File: src/rtl/cache_control.sv
// cache_control: miss/fill/writeback sequencer for the 2-way set-associative
// data cache. Strobes are combinational from state and inputs; state, victim
// way, fill marker and the hit/miss performance counters are registered.
module cache_control (
  input  logic        clk,
  input  logic        rst,
  input  logic        mem_read,
  input  logic        mem_write,
  input  logic [31:0] mem_byte_enable256,
  input  logic [1:0]  hit_datapath,
  input  logic [1:0]  valid_out,
  input  logic [1:0]  dirty_out,
  input  logic        lru_output,
  input  logic        pmem_resp,
  output logic        mem_resp,
  output logic        pmem_read,
  output logic        pmem_write,
  output logic        mem_enable_sel,
  output logic [31:0] write_enable_0,
  output logic [31:0] write_enable_1,
  output logic        load_lru,
  output logic        set_lru,
  output logic [1:0]  load_valid,
  output logic [1:0]  set_valid,
  output logic [1:0]  load_dirty,
  output logic [1:0]  set_dirty,
  output logic [1:0]  load_tag,
  output logic [15:0] hit_count,
  output logic [15:0] miss_count
);

  localparam int unsigned LINE_BYTES = 32;
  localparam int unsigned CNT_W      = 16;

  typedef enum logic [1:0] {
    S_COMPARE   = 2'd0,
    S_WRITEBACK = 2'd1,
    S_FETCH     = 2'd2
  } state_t;

  state_t state, next_state;
  logic   victim_q, victim_d;
  logic   fill_q, fill_d;
  logic   hit_inc, miss_inc;
  logic   hit_way;
  logic   req;

  assign req = mem_read | mem_write;

  // State, victim way, fill marker and performance counters
  always_ff @(posedge clk or negedge rst) begin
    if (!rst) begin
      state      <= S_COMPARE;
      victim_q   <= 1'b0;
      fill_q     <= 1'b0;
      hit_count  <= '0;
      miss_count <= '0;
    end else begin
      state    <= next_state;
      victim_q <= victim_d;
      fill_q   <= fill_d;
      if (hit_inc)  hit_count  <= hit_count  + CNT_W'(1);
      if (miss_inc) miss_count <= miss_count + CNT_W'(1);
    end
  end

  // Next-state and strobe decode; everything held at 0 while in reset
  always_comb begin
    next_state     = state;
    victim_d       = victim_q;
    fill_d         = fill_q;
    hit_inc        = 1'b0;
    miss_inc       = 1'b0;
    hit_way        = 1'b0;
    mem_resp       = 1'b0;
    pmem_read      = 1'b0;
    pmem_write     = 1'b0;
    mem_enable_sel = 1'b0;
    write_enable_0 = '0;
    write_enable_1 = '0;
    load_lru       = 1'b0;
    set_lru        = 1'b0;
    load_valid     = '0;
    set_valid      = '0;
    load_dirty     = '0;
    set_dirty      = '0;
    load_tag       = '0;
    if (rst) begin
      unique case (state)
        S_COMPARE: begin
          // The replay after a fill is consumed whether or not the CPU waited
          fill_d = 1'b0;
          if (req) begin
            if (|hit_datapath) begin
              hit_way  = ~hit_datapath[0];
              mem_resp = 1'b1;
              load_lru = 1'b1;
              set_lru  = ~hit_way;
              hit_inc  = ~fill_q;
              if (mem_write) begin
                if (hit_way) write_enable_1 = mem_byte_enable256;
                else         write_enable_0 = mem_byte_enable256;
                load_dirty[hit_way] = 1'b1;
                set_dirty[hit_way]  = 1'b1;
              end
            end else begin
              victim_d   = lru_output;
              miss_inc   = 1'b1;
              next_state = (valid_out[lru_output] & dirty_out[lru_output])
                           ? S_WRITEBACK : S_FETCH;
            end
          end
        end
        S_WRITEBACK: begin
          pmem_write = 1'b1;
          if (pmem_resp) begin
            load_dirty[victim_q] = 1'b1;
            next_state           = S_FETCH;
          end
        end
        S_FETCH: begin
          pmem_read      = 1'b1;
          mem_enable_sel = 1'b1;
          if (pmem_resp) begin
            if (victim_q) write_enable_1 = {LINE_BYTES{1'b1}};
            else          write_enable_0 = {LINE_BYTES{1'b1}};
            load_tag[victim_q]   = 1'b1;
            load_valid[victim_q] = 1'b1;
            set_valid[victim_q]  = 1'b1;
            load_dirty[victim_q] = 1'b1;
            fill_d               = 1'b1;
            next_state           = S_COMPARE;
          end
        end
        default: next_state = S_COMPARE;
      endcase
    end
  end

endmodule

File: config.mk
export PLATFORM = sky130hd
export DESIGN_NAME = cache_control
export DESIGN_NICKNAME = d
export VERILOG_FILES = /design/src/rtl/cache_control.sv
export SDC_FILE = /design/constraint.sdc
export NUM_CORES = 1
export LEC_CHECK = 0
export CAP_MARGIN = 15
export CORE_MARGIN = 5
export CORE_UTILIZATION = 35
export DETAILED_ROUTE_END_ITERATION = 7
export GPL_TIMING_DRIVEN = 0
export PLACE_DENSITY = 0.76
export SLEW_MARGIN = 20
export SYNTH_ARGS = -nofsm -noshare
export SYNTH_HDL_FRONTEND = slang
export SYNTH_SLANG_ARGS = --single-unit
File: constraint.sdc
create_clock -name clk -period 2.4 [get_ports clk]
set_input_delay 0.48 -clock clk [delete_from_list [all_inputs] [get_ports clk]]
set_output_delay 0.48 -clock clk [all_outputs]
set_load 0.1 [all_outputs]
Word level (Yosys, flattened, before mapping)
Index checks and enable logic that the tools add are counted.
- $add $sub $neg: 2
- $mul: 0
- div/mod/pow operators: 0
- order comparisons: 5
- equal/unequal tests: 6
- shifts and indexed selects: 0
- mux-type cells: 62
- bitwise operators: 5
- reduce and logical (&&, ||, !) cells: 9
- operators by type and width (cell ; count):
    32-bit two-way mux ; 14
    32-bit one-hot mux with 2 select lines ; 2
    16-bit by 1-bit adder with 16-bit output, second input constant ; 2
    2-bit two-way mux ; 14
    1-bit two-way mux ; 27
    2-bit inequality test, second input constant ; 4
    1-bit by 2-bit < comparator with 1-bit output, second input constant ; 3
    2-bit one-hot mux with 3 select lines ; 1
    5-bit AND reduction ; 1
    2-bit one-hot mux with 2 select lines ; 1
    4-bit AND reduction ; 1
    2-bit OR reduction ; 2
    1-bit NOT ; 3
    3-bit AND reduction ; 1
    1-bit demux with 1-bit select ; 2
    2-bit by 1-bit equality test with 1-bit output, second input constant ; 1
    2-bit equality test, second input constant ; 1
    1-bit greater-or-equal comparator, second input constant ; 2
    1-bit logical AND ; 2
    2-bit zero test ; 1
    1-bit one-hot mux with 2 select lines ; 1
    2-bit nonzero test ; 1
    1-bit AND ; 1
    1-bit OR ; 1
- bits in registers: 36
- latch bits: 0
- memory bits (writable): 0
- ROM bits: 0
- input bits: 44
- output and inout bits: 112
- word-level logic and storage cells: 94
- memories: 0

Logic depth before layout (Yosys ltp)
Gate-level depths: netlist of the first run.
- word-level depth: 10
- depth in mapped cells: 8
- depth with buffers taken out: 6

Least setup slack after synthesis of the first run
No wires, ideal clock.
- path type: register to output
- start: register state[0]
- end: output port load_valid[1]
- arrival time: 2.908 ns
- data required time: 1.920 ns
- setup slack: -0.988 ns
- cell stages (with the launch flop): 6
- buffers on the path: 1
- cell sequence: dfrtp_1 -> inv_1 -> ha_1 -> and2_1 -> and3_1 -> buf_4
- word-level cells in the longest chain between the ends: 3
- ends and longest elaborated chain (element ; RTL line ; text):
    from (decl) ; 41 ; state_t state, next_state;
    from (signal assigned) ; 59 ; state <= next_state;
    2-bit equality test ; n/a ;
    2-bit two-way mux (2 in a row) ; n/a ;
    to (decl) ; 23 ; output logic [1:0] load_valid,
No other way between the ends.

Worst setup path after layout of the first run
- start: register state[0]
- end: output port write_enable_1[17]
- word-level cells in the longest chain between the ends: 3
- elaborated cells between the ends (all ways): 4
- classes of those cells: 1 x eq/ne; 2 x mux; 1 x reduce/logical
- ends and longest elaborated chain (element ; RTL line ; text):
    2-bit equality test or 2-bit zero test (tied branches) ; 89 ; unique case (state)
    32-bit one-hot mux with 2 select lines * ; 89 ;
    32-bit two-way mux * ; 88 ; if (rst) begin
    to (decl) ; 20 ; output logic [31:0] write_enable_1,
Mark *: on every way between the ends. The rest lies on a longest branch, timed or not.

==> results of run 1 <==
final timing paths:
kind,cells after the start,end,startpoint
worst min register to register,1,hit_count[15],hit_count[15]
max in group asynchronous,2,miss_count[2],rst
min in group clk,1,hit_count[15],hit_count[15]
worst max register to register,7,hit_count[9],state[0]
worst min-delay path,1,miss_count[11],rst
worst max-delay path,8,write_enable_1[17],state[0]
synthesized netlist by cell type:
cell type   n  area share [%]
nand2_1    82              12
o211a_1     1            0.39
ha_1        6             2.9
nand2b_1    1            0.24
inv_1       6            0.87
nor3_1      4            0.78
and2_1      8             1.9
xnor2_1    20             6.8
and4b_1     1            0.39
or3_1       1            0.24
and4_1      3             1.0
o21ai_0     2            0.39
xor2_1     10             3.4
o22a_1      1            0.34
buf_4       7             2.0
dfrtp_1    36              35
o211a_4     1            0.68
mux2i_1     1            0.39
clkbuf_1   12             1.7
nand4_4     1            0.83
nand3b_1    1            0.29
mux2_2      3             1.3
nor4_1      1            0.24
a21oi_1    68              13
o21ai_1     1            0.19
nor4_4      2             1.7
nor2_1     13             1.9
nor3b_1     1            0.29
and3_1      6             1.5
nand3_1    10             1.9
o211ai_4    1            0.83
o31ai_1     1            0.29
buf_2      10             1.9
nor2_4      1            0.44
nand4_1     6             1.5
a31oi_1     1            0.24
layout by cell type (no fill, tap or decap), types with 4 or more instances in the layout:
cell type        instances
nand2_4                  7
nor3_1                   4
and2_1                   4
xor2_1                  10
buf_2                    6
nor2_4                   4
buf_8                   14
buf_6                   20
xnor2_1                 20
a21oi_2                 43
nor2_1                   9
ha_1                     4
nand3_1                  9
a21oi_4                 22
buf_4                   33
buf_12                  50
nand2_2                 17
clkdlybuf4s50_1         61
nand4_1                  6
nand2_1                 58
dfrtp_1                 36
clkbuf_8                 8
inv_1                    4
and3_1                   5
dlymetal6s2s_1           9
report_power, final:
part           total, W  internal (W)  leakage (nW)  switching, W
Clock          0.000403      0.000197        0.0410      0.000206
Combinational   0.00540       0.00170          1.93       0.00371
Sequential     0.000817      0.000697         0.476      0.000120
stage by stage:
| stage | setup slack (ps) | TNS, ps | cells | power (W) | instance area (um2) |
|---|---|---|---|---|---|
| 2_1_floorplan | -288 | -18300 | 330 | 0.00408 | 2850 |
| 3_3_place_gp | -2830 | -247010 | 584 | 0.00500 | 4530 |
| 3_5_place_dp | -1430 | -100690 | 585 | 0.00505 | 4540 |
| 4_1_cts | -69.4 | -1100 | 605 | 0.00610 | 5250 |
| 5_1_grt | -180 | -5670 | 612 | 0.00683 | 5810 |
| 6_report | -105 | -2000 | 612 | 0.00662 | 5810 |
cells by family (layout without fill, tap and decap cells):
family | count (synthesis) | in the layout | share of synthesized area (%)
and+or+nand+nor | 142 | 142 | 27.1
xor gates and xnor gates | 30 | 30 | 10.2
AOI/OAI and AO/OA | 77 | 77 | 16.6
DFF | 36 | 36 | 35.0
buffers and inverters | 35 | 218 | 6.61
muxes | 4 | 4 | 1.70
adders and majority gates | 6 | 6 | 2.91
flip-flops by register name, summed over array words and instances, names as in the netlist:
signal      flops
hit_count      16
miss_count     16
state           2
fill_q          1
victim_q        1
final cells by class:
| class | count | area share [%] |
|---|---|---|
| repair buffers | 177 | 39.6 |
| multi-input cells | 259 | 36.2 |
| flip-flops and latches | 36 | 15.5 |
| plain buffers | 28 | 4.86 |
| well taps | 99 | 2.13 |
| clock buffers | 6 | 1.25 |
| inverters | 6 | 0.387 |
| clock inverters | 1 | 0.0861 |
critical path: cells and delay by family, from the launching register on:
family          cells  cell delay (ps)
buf+inv             4              630
flops               1              390
simple gates        2              340
compound gates      1              190
fa+ha+maj           1              180
repair_timing:
item	4_1_cts	5_1_grt
pin swaps	40	39
setup buffers	9	5
gates cloned	4	3
setup endpoints to repair	80	85
gates resized for setup	678	121
layer usage:
layer  GRT usage, %  routed length [um]  vias to the layer above
met5              0                  13                        -
met4           8.89                 536                        2
met3           6.88                1180                       42
met2           40.6                6240                      142
met1           24.6                4730                     1588
li1               -                   -                     1476
==> run metrics, run 1 <==
Filler cells 393; post-synthesis register bit count 36; Slew headroom 33.1%; Worst-Skew Late Latency 280 ps; Avg Vias per Cell 5.31; DIE AREA 0.00918 mm2; Die W 95.8 um; share of the cycle needed by the critical path after routing 104%; unrepaired setup endpoints after global routing yes; Fin. Hold Viols 0; first-pass GRT wire length 16300 um; largest net degree at the start of global routing 30; Max Cap Viol 0; Worst Setup Path Type flop to output pin; Die Y 95.8 um; Seq. cell area 901 um2; startpoint type of the worst setup path flop; crit path DAT 2030 ps; Max Buffers Root-to-Sink 2; CTS tree built; Initial Utilization 35.7%; initial antenna violation count 1; H-tree levels 2; synth-to-layout area growth 126%; CP max-delay cell dfrtp_1; total grt overflow 0; Post-Route WL 12700 um; Core Box Area 0.00721 mm2; # setup viols final 35; CP required 1920 ps; CP Capture Type output pin; drt initial violations 117; routability cong. 0.776; Port Buf Inserts 155; Max Clock Skew 3.58 ps; row cnt 31; Peak Freq 0.399 GHz; Routed wire per std cell 20.8 um; Avg Cell Area, Syn 7.81 um2; vias in the first global route 3213; post-synthesis net count 380; leakage 2.45 nW; Top Ports 156; clock slew at reported path FFs 70 ps; crit-path max FO 8; mapped cell area 0.00258 mm2; Critical Path Max Stage Delay 390 ps; CP dominant cell by count buf_6; critical-path cell list inv_2 > ha_4 > and4b_1 > buf_6 > buf_6 > nand2_2 > a21oi_4 > buf_12; multi-input logic area 0.00210 mm2; GRT Total Usage 22.6%; setup slack after layout -105 ps; NumNets Final 563; R2R Setup Slk 500 ps; min cycle time layout 2510 ps; fin util 80.6%; Yosys cell types 36; layout cells sized above 1 49.1%; first-pass detailed-route iteration total 4; Power Dens Cells 1140 mW/mm2; post-synthesis cell count 330; hpwl dp 7440 um; Synth warnings 0; Peak supply drop 0.721 mV; post-route ant nets 0; diodes inserted 0; Worst Max-Slew Pin Slew 1000 ps; Seq/Total Area, Yosys 35.0%; status finished with violations; failing checks negative setup slack; clk root buf clkbuf_8; Inserted Clock Buffers 5; worst hold-check slack 34.2 ps; CTS Sinks 36; number of remaining DRC errors 0; via count 3250; Slew Limit Fails 0; HP Class input pin to async pin; Post-CTS Hold Fix Bufs 0
Note: power is estimated with default switching activity, not from simulation.
==> run 2, diff against run 1 <==
Settings changed: SETUP_SLACK_MARGIN set to 0.3.
==> run 2 against run 1 <==
The flow now stops in global routing (5_1_grt). Synthesized area is the same. Synthesized cell count did not move.
==> run metrics, run 2 <==
share of the synthesized area in the top cell type 35.0% (unchanged); post-synthesis register bit count 36 (unchanged); Avg Cell Area, Syn 7.81 um2 (unchanged); worst_ep grt write_enable_1[24]; top area cells in the synthesized netlist dfrtp_1 (35%), a21oi_1 (13%), nand2_1 (12%); Die Y 95.8 um (unchanged); Die W 95.8 um (unchanged); largest net degree at the start of global routing 21; Max Buffers Root-to-Sink 2 (unchanged); Synth warnings 0 (unchanged); post-synthesis cell count 330 (unchanged); row cnt 31 (unchanged); Initial Utilization 35.7% (unchanged); Synth Flop Type dfrtp_1; WEP type primary output; status aborted with a tool error; post-synthesis net count 380 (unchanged); Yosys cell types 36 (unchanged); CTS Sinks 36 (unchanged); clk root buf clkbuf_8; Post-synth EDFFs 0 (unchanged); mapped cell area 0.00258 mm2 (unchanged); most frequent cell after synthesis nand2_1; Fail Step global routing (5_1_grt); Seq/Total Area, Yosys 35.0% (unchanged); hpwl dp 7610 um (+2.4%); asr flop ratio synth 100% (unchanged); cell taking the most area after synthesis dfrtp_1; most frequent cells after synthesis nand2_1 (82), a21oi_1 (68), dfrtp_1 (36); routability cong. 0.788 (+1.6%); tool error [ERROR DPL-0038] Utilization greater than 100%, impossible to legalize; H-tree levels 2 (unchanged); Port Buf Inserts 155 (unchanged); Inserted Clock Buffers 5 (unchanged); Top Ports 156 (unchanged)
-- run 2: cell counts after synthesis --
Identical to the previous run, type by type.
-- run 2: timing repair --
item	4_1_cts
buffers inserted	17
cloned	8
pin swaps	21
gates resized for setup	822
hold buffers	0
endpoints found under the setup margin	112
-- run 2: logic make-up after synthesis --
| kind of cell | synth area share, % |
|---|---|
| xor+xnor | 10.2 |
| fa+ha+maj | 2.91 |
| buf+inv | 6.61 |
| mux | 1.70 |
| simple gates | 27.1 |
| flops | 35.0 |
| compound gates | 16.6 |
-- run 2: through the flow --
stage | instances | cell area [um2] | setup slack (ps)
floorplan | 330 | 3610 | -135
global placement | 584 | 5290 | -2570
detailed placement | 585 | 5310 | -1410
CTS | 618 | 6800 | -114
==> run 3, diff against run 2 <==
Settings changed: CORE_UTILIZATION 35 to 20, PLACE_DENSITY 0.76 to unset, PLACE_DENSITY_LB_ADDON set to 0.15, SETUP_SLACK_MARGIN 0.3 to unset.
==> run 3 against run 2 <==
The flow now finishes, with violations (negative setup slack).
==> run metrics, run 3 (synthesis gave the netlist of run 1 again) <==
Cell Int Power 0.00325 W; Peak supply drop 0.733 mV; failing checks negative setup slack; Avg Vias per Cell 4.59; clk root buf clkbuf_16; GRT Total Usage 15.1%; Routed wire per std cell 17.9 um; setup slack after layout -83.3 ps; Slew headroom 33.2%; switching share of total power 56.9%; Peak Freq 0.403 GHz; R2R Setup Slk 510 ps; unrepaired setup endpoints after global routing yes; post-place setup slack -1640 ps (-227 ps); status finished with violations; Initial Utilization 20.4% (-15 points); Placed Area 0.00464 mm2 (-13%); Slew Limit Fails 0; NetSw 0.00429 W; share of total power in combinational logic 80.3%; leakage 2.72 nW; total grt overflow 0; H-tree levels 2 (unchanged); CP required 1920 ps; Max Clock Skew 7.16 ps; startpoint type of the worst setup path flop; hpwl dp 8010 um (+5.2%); Worst-Skew Late Latency 280 ps; Max Buffers Root-to-Sink 2 (unchanged); largest net degree at the start of global routing 25; synth-to-layout area growth 161%; Worst Max-Slew Pin Slew 998 ps; post-route ant nets 0; share of the cycle needed by the critical path after routing 103%; Worst Setup Path Type flop to output pin; first-pass detailed-route iteration total 4; clock network fraction of total power 8.8%; NumNets Final 577; Die Y 123 um (+29%); Fin. Hold Viols 0; Die W 123 um (+29%); Top Ports 156 (unchanged); most frequent cells in the layout buf_12 (67), clkdlybuf4s50_1 (65), a21oi_4 (48); via count 3217; Port Buf Inserts 155 (unchanged); Core Box Area 0.0126 mm2; design area 0.00672 mm2; first-pass GRT wire length 18100 um; Post-Route WL 12500 um; initial antenna violation count 1; routability cong. 0.722 (-8.5%); leading cell type in the layout, fill and taps excluded buf_12; CTS tree built; crit-path max FO 8; CP Capture Type output pin; clock slew at reported path FFs 60 ps; drt initial violations 99; layout cells sized above 1 54.5%; Power Total 0.00754 W; row cnt 41 (+32%); HP Class input pin to async pin; number of remaining DRC errors 0; vias in the first global route 3285; largest registers hit_count (16), miss_count (16), state (2); # setup viols final 46; Max Cap Viol 0; Seq pwr share 10.9%; Post-CTS Hold Fix Bufs 0 (unchanged); Power Dens Cells 1120 mW/mm2; DIE AREA 0.0153 mm2; CTS Sinks 36 (unchanged); min cycle time layout 2480 ps; crit path DAT 2000 ps; Inserted Clock Buffers 5 (unchanged)
[run 3: area by class of cell]
| cell class | instances | area [um2] |
|---|---|---|
| fill | 1055 | 5900 |
| clock buffer | 7 | 143 |
| tap | 172 | 215 |
| timing repair buffer | 193 | 2680 |
| buffer | 26 | 322 |
| multi-input combinational | 259 | 2430 |
| antenna | 1 | 2.50 |
| sequential | 36 | 901 |
| clock inverter | 1 | 7.51 |
| inverter | 6 | 22.5 |
[run 3: per-stage QoR]
stage / utilization [%] / setup TNS, ps / hold slack [ps] / cells
after detailed placement: 36.8 / -113860 / 470 / 658
after global routing: 53.3 / -5780 / 65.1 / 701
after floorplan: - / -18300 / 184 / 330
after CTS: 50.7 / -4170 / 54.0 / 700
final: 53.3 / -1840 / 53.7 / 701
after global placement: 36.6 / -269620 / 458 / 657
[run 3: routing by layer]
metal | wire length, um | share of wire [%] | vias to the layer above | global-route usage [%]
li1 | - | - | 1508 | -
met1 | 5080 | 41 | 1555 | 18.7
met2 | 6340 | 51 | 140 | 26.3
met3 | 885 | 7.1 | 14 | 3.39
met4 | 218 | 1.7 | 0 | 4.08
met5 | 0 | 0 | - | 0
[run 3: worst max-delay path, cell delays in order, from the launching register on]
cell and delay [ps]:
dfrtp_1 390, inv_2 90, buf_4 130, ha_4 210
o21ai_4 80, buf_12 140, buf_8 130, clkbuf_16 160
a21oi_4 150, buf_12 190
[run 3: path summary, 6_finish.rpt]
check,from,to,cells after the start
max,state[0],write_enable_0[5],9
min,rst,hit_count[14],1
max reg2reg,state[0],hit_count[9],7
min reg2reg,hit_count[15],hit_count[15],1
max in group asynchronous,rst,miss_count[7],2
min in group clk,hit_count[15],hit_count[15],1
[run 3: power groups by stage]
stage	clock [W]	sequential, W	combinational (W)
finish	0.000660	0.000826	0.00606
global route	0.000699	0.000844	0.00625
CTS	0.000683	0.000826	0.00574
detailed placement	0	0.000827	0.00426
global placement	0	0.000824	0.00424
floorplan	0	0.00122	0.00286
[run 3: timing repair]
action | CTS | global route
setup endpoints to repair | 80 | 81
resized for setup | 819 | 86
pin swaps | 67 | 20
gates cloned | 9 | 1
setup buffers | 25 | 6
